===== src/rtl/stream_rr_mux.sv =====
// Packet-granular round-robin N-to-1 stream mux with one registered output stage.
// Locks onto the winning source from first beat to last beat, then rearbitrates.
module stream_rr_mux #(
    parameter int NUM_INPUTS     = 4,
    parameter int DATA_WIDTH     = 8,
    parameter int NUM_LOG_INPUTS = (NUM_INPUTS > 1) ? $clog2(NUM_INPUTS) : 1
) (
    input  logic                                  clk,
    input  logic                                  rst_n,
    input  logic [NUM_INPUTS-1:0]                 src_val,
    input  logic [NUM_INPUTS-1:0][DATA_WIDTH-1:0] src_data,
    input  logic [NUM_INPUTS-1:0]                 src_last,
    output logic [NUM_INPUTS-1:0]                 src_rdy,
    output logic                                  dst_val,
    output logic [DATA_WIDTH-1:0]                 dst_data,
    output logic                                  dst_last,
    output logic [NUM_LOG_INPUTS-1:0]             dst_sel,
    input  logic                                  dst_rdy,
    output logic                                  dbg_state,
    output logic [NUM_LOG_INPUTS-1:0]             dbg_rr_ptr
);

    typedef enum logic {
        ST_IDLE   = 1'b0,
        ST_LOCKED = 1'b1
    } state_t;

    localparam logic [NUM_LOG_INPUTS-1:0] LAST_IDX = NUM_LOG_INPUTS'(NUM_INPUTS - 1);

    state_t                    r_state;
    state_t                    w_state_nxt;
    logic [NUM_LOG_INPUTS-1:0] r_grant;
    logic [NUM_LOG_INPUTS-1:0] w_grant_nxt;
    logic [NUM_LOG_INPUTS-1:0] r_rr_ptr;
    logic [NUM_LOG_INPUTS-1:0] w_rr_nxt;
    logic [NUM_LOG_INPUTS-1:0] w_arb_idx;
    logic [NUM_LOG_INPUTS-1:0] w_grant_inc;
    logic                      w_arb_found;
    logic                      w_take;
    logic                      w_accept;
    logic                      w_sel_val;
    logic                      w_sel_last;
    logic [DATA_WIDTH-1:0]     w_sel_data;

    logic                      r_dst_val;
    logic [DATA_WIDTH-1:0]     r_dst_data;
    logic                      r_dst_last;
    logic [NUM_LOG_INPUTS-1:0] r_dst_sel;

    // Index k positions after base, wrapping at NUM_INPUTS rather than a power of two.
    function automatic logic [NUM_LOG_INPUTS-1:0] rr_index(input logic [NUM_LOG_INPUTS-1:0] base,
                                                           input int k);
        int sum;
        sum = int'(base) + k;
        if (sum >= NUM_INPUTS) sum = sum - NUM_INPUTS;
        return NUM_LOG_INPUTS'(sum);
    endfunction

    // Scan from the far end back so the closest requester to rr_ptr is written last.
    always_comb begin
        w_arb_found = 1'b0;
        w_arb_idx   = '0;
        for (int k = NUM_INPUTS - 1; k >= 0; k--) begin
            if (src_val[rr_index(r_rr_ptr, k)]) begin
                w_arb_found = 1'b1;
                w_arb_idx   = rr_index(r_rr_ptr, k);
            end
        end
    end

    assign w_sel_val   = src_val[r_grant];
    assign w_sel_data  = src_data[r_grant];
    assign w_sel_last  = src_last[r_grant];
    assign w_take      = !r_dst_val || dst_rdy;
    assign w_accept    = (r_state == ST_LOCKED) && w_sel_val && w_take;
    assign w_grant_inc = (r_grant == LAST_IDX) ? '0 : r_grant + 1'b1;

    // Ready depends only on state, grant and the output stage, never on src_val.
    always_comb begin
        src_rdy = '0;
        if (r_state == ST_LOCKED) src_rdy[r_grant] = w_take;
    end

    always_comb begin
        w_state_nxt = r_state;
        w_grant_nxt = r_grant;
        w_rr_nxt    = r_rr_ptr;
        case (r_state)
            ST_IDLE: begin
                if (w_arb_found) begin
                    w_grant_nxt = w_arb_idx;
                    w_state_nxt = ST_LOCKED;
                end
            end
            ST_LOCKED: begin
                if (w_accept && w_sel_last) begin
                    w_rr_nxt    = w_grant_inc;
                    w_state_nxt = ST_IDLE;
                end
            end
            default: w_state_nxt = ST_IDLE;
        endcase
    end

    always_ff @(posedge clk or negedge rst_n) begin
        if (!rst_n) begin
            r_state  <= ST_IDLE;
            r_grant  <= '0;
            r_rr_ptr <= '0;
        end else begin
            r_state  <= w_state_nxt;
            r_grant  <= w_grant_nxt;
            r_rr_ptr <= w_rr_nxt;
        end
    end

    // Output stage: load on accept, clear valid once drained, otherwise hold.
    always_ff @(posedge clk or negedge rst_n) begin
        if (!rst_n) begin
            r_dst_val  <= 1'b0;
            r_dst_data <= '0;
            r_dst_last <= 1'b0;
            r_dst_sel  <= '0;
        end else if (w_accept) begin
            r_dst_val  <= 1'b1;
            r_dst_data <= w_sel_data;
            r_dst_last <= w_sel_last;
            r_dst_sel  <= r_grant;
        end else if (r_dst_val && dst_rdy) begin
            r_dst_val  <= 1'b0;
        end
    end

    assign dst_val    = r_dst_val;
    assign dst_data   = r_dst_data;
    assign dst_last   = r_dst_last;
    assign dst_sel    = r_dst_sel;
    assign dbg_state  = r_state;
    assign dbg_rr_ptr = r_rr_ptr;

endmodule


===== config.mk =====
export PLATFORM = sky130hd
export DESIGN_NAME = stream_rr_mux
export DESIGN_NICKNAME = d
export VERILOG_FILES = /design/src/rtl/stream_rr_mux.sv
export SDC_FILE = /design/constraint.sdc
export NUM_CORES = 1
export LEC_CHECK = 0
export CAP_MARGIN = 20
export CORE_MARGIN = 2
export CORE_UTILIZATION = 40
export DETAILED_ROUTE_END_ITERATION = 10
export DONT_BUFFER_PORTS = 1
export GPL_TIMING_DRIVEN = 0
export PLACE_DENSITY = 0.58
export SYNTH_ARGS = -nofsm -noshare
export SYNTH_HDL_FRONTEND = slang
export SYNTH_SLANG_ARGS = --single-unit
export TNS_END_PERCENT = 20

===== constraint.sdc =====
create_clock -name clk -period 1.7 [get_ports clk]
set_clock_uncertainty 0.15 [all_clocks]
set_input_delay 0.425 -clock clk [delete_from_list [all_inputs] [get_ports clk]]
set_output_delay 0.425 -clock clk [all_outputs]
set_load 0.03 [all_outputs]

==> impl_metrics.env <==
export IMPL_status="complete, but fails checks"
export IMPL_violations="negative setup slack"
export IMPL_ir_drop_mv=1.14
export IMPL_antenna_left=0
export IMPL_slowest_delay_ns=0.57
export IMPL_syn_nets=131
export IMPL_p_leak_nw=0.596
export IMPL_clockRootBuffer="clkbuf_4"
export IMPL_die_h_um=56.7
export IMPL_drive_gt1_share_pct=51.5
export IMPL_fmax_mhz=527
export IMPL_cp_data_required_time_ns=1.74
export IMPL_clk_latency_ns=0.29
export IMPL_regToRegSetupSlack_ns=-0.20
export IMPL_worst_r2r_endpoint="dst_data[6]"
export IMPL_post_route_util_pct=51.0
export IMPL_fin_ws_ns=-0.198
export IMPL_wl_per_cell_um=18.4
export IMPL_worstRegToRegCells=5
export IMPL_crit_chain="buf_6 > mux4_2 > nand3_4 > buf_8 > mux2_4"
export IMPL_htree_levels=1
export IMPL_worst_path_max_delay_cell="mux4_2"
export IMPL_fin_crit_ns=1.90
export IMPL_cts_sinks=17
export IMPL_grt_max_degree=18
export IMPL_syn_cell_area_um2=1110
export IMPL_numCtsBuffers=3
export IMPL_io_buffer_count=0
export IMPL_num_nets_final=147
export IMPL_viasPerCell=5.75
export IMPL_dp_hpwl_um=1680
export IMPL_drc_errors=0
export IMPL_timing_rr_start="r_grant[1]"
export IMPL_grt_pass1_vias=783
export IMPL_globalplace_congestion=0.742
export IMPL_grt_pass1_wl_um=3820
export IMPL_antennaDiodeCount=0
export IMPL_setup_tns_ns=-2.55
export IMPL_fillers=224
export IMPL_yosys_warnings=0
export IMPL_fp_coreArea_um2=2690
export IMPL_slew_headroom_pct=45.4
export IMPL_final_hold_violation_count=0
export IMPL_regArea_um2=430
export IMPL_synth_seq_cells=17
export IMPL_end_kind="flop"
export IMPL_holdCritPathClass="input port to flop"
export IMPL_cap_violations=0
export IMPL_synthDistinctLibCells=27
export IMPL_dieArea_um2=3220
export IMPL_path_class="flop to flop"
export IMPL_crit_end="dst_data[6]"
export IMPL_power_mw=3.03
export IMPL_wl_um=2390
export IMPL_start_util_pct=41.4
export IMPL_cts_tree="built"
export IMPL_path_max_fanout=8
export IMPL_synthCells=84
export IMPL_stdcell_count=130
export IMPL_tightest_slew_ns=0.816
export IMPL_setup_viol=16
export IMPL_gr_usage_all_layers_pct=15.7
export IMPL_multi_input_area_um2=704
export IMPL_hold_ws_ns=0.151
export IMPL_dr_pass1_iters=2
export IMPL_drt_iter0_drc=7
export IMPL_yosysSeqAreaShare_pct=38.3
export IMPL_placed_cells=115
export IMPL_crit_arrival_ns=1.94
export IMPL_powerDensity_nw_per_um2=2210
export IMPL_overflow=0
export IMPL_row_count=19
export IMPL_die_w_um=56.7
export IMPL_clockBufferDepth=2
export IMPL_postSynthAreaPerCell_um2=13.2
export IMPL_cp_start_kind="flop"
export IMPL_timing_final_crit_share_pct=112
export IMPL_rsz0062_at_grt="true"
export IMPL_startpoint="r_grant[1]"
export IMPL_clk_pin_slew_ns=0.10
export IMPL_area_delta_synth_final_pct=23.4
export IMPL_slew_violations=0
export IMPL_vias=748
export IMPL_antenna_found_initial=0
export IMPL_ios=62
==> critical path: cells and delay by family (launching register included) <==
kind / cells / cell delay [ns]
AND/OR/NAND/NOR: 1 / 0.10
multiplexers: 2 / 0.87
flip-flops: 1 / 0.40
buffers and inverters: 2 / 0.27
==> Yosys cell counts, drive strengths merged <==
cell type / n / area [um^2]
dfrtp: 17 / 425
mux2: 13 / 176
a221oi: 1 / 8.76
or4: 1 / 7.51
nand2: 6 / 22.5
o21ai: 5 / 25.0
mux4: 10 / 236
nor2b: 1 / 6.26
a21oi: 4 / 20.0
o22ai: 1 / 6.26
nand2b: 2 / 12.5
and3: 4 / 25.0
inv: 4 / 15.0
ha: 4 / 50.1
nor2: 1 / 3.75
nand3: 2 / 15.0
buf: 4 / 25.0
mux2i: 1 / 10.0
o21a: 1 / 7.51
and2: 2 / 12.5
==> state kept, by name, summed over array words and instances, names as in the netlist <==
name,cells
dbg_rr_ptr,2
dbg_state,1
dst_data,8
dst_last,1
dst_sel,2
dst_val,1
r_grant,2
==> kinds of logic (layout without fill, tap and decap cells) <==
kind of cell / after synthesis / after routing / synth area share (%)
AO/OA/AOI/OAI: 12 / 12 / 6.08
adder cells (fa/ha/maj): 4 / 4 / 4.50
AND/OR/NAND/NOR: 19 / 19 / 9.46
multiplexers: 24 / 24 / 38.1
flip-flops: 17 / 17 / 38.3
buffers and inverters: 8 / 23 / 3.60
==> placed cells by master (no fill, tap or decap), types with 3 or more instances in the layout <==
| cell | instances |
|---|---|
| dfrtp_1 | 13 |
| buf_4 | 9 |
| mux2_4 | 9 |
| mux4_2 | 7 |
| nand2_1 | 6 |
| and3_4 | 4 |
| a21oi_1 | 4 |
| dfrtp_2 | 4 |
| buf_8 | 3 |
| mux4_1 | 3 |
| o21ai_1 | 3 |
| clkbuf_4 | 3 |
==> repair_timing <==
| item | 4_1_cts | 5_1_grt |
|---|---|---|
| hold endpoints to repair | 17 | 0 |
| hold buffers | 1 | 0 |
| setup endpoints to repair | 16 | 18 |
| resized for setup | 30 | 4 |
| setup buffers | 9 | 1 |
| pin swaps | 0 | 2 |
==> worst min-delay path by stage <==
| stage | from | endpoint | cells past startpoint |
|---|---|---|---|
| after detailed placement | rst_n | dst_data[1] | 0 |
| after global routing | src_val[3] | r_grant[1] | 2 |
| after global placement | rst_n | dst_data[1] | 0 |
| after CTS | src_val[3] | r_grant[1] | 2 |
| after floorplan | rst_n | dbg_rr_ptr[0] | 0 |
| final | src_val[3] | r_grant[1] | 2 |
==> per-layer routing <==
layer / GRT usage, % / routed length [um]
met5: 0 / 0
met4: 5.10 / 27
met3: 4.61 / 231
met2: 25.4 / 1150
met1: 20.1 / 986
==> power by group <==
part	switching (mW)	leakage (nW)	total (mW)	internal (mW)
clock network	0.137	0.0177	0.224	0.0876
logic	0.682	0.382	1.65	0.972
registers	0.530	0.196	1.15	0.618
total	1.35	0.596	3.03	1.68
==> per-stage QoR <==
stage,instance area (um^2),worst slack (ns)
global placement,1150,-0.234
global route,1370,-0.250
finish,1370,-0.198
CTS,1340,-0.188
floorplan,1120,-0.0726
detailed placement,1150,-0.241
==> final cells by class <==
class	instances	area share [%]
timing repair buffer	11	6.75
sequential	17	31.4
tap	31	2.83
clock inverter	1	0.365
inverter	4	1.82
buffer	4	3.83
clock buffer	3	1.64
multi-input combinational	59	51.4
No activity file was read; power rests on OpenSTA's default activity.
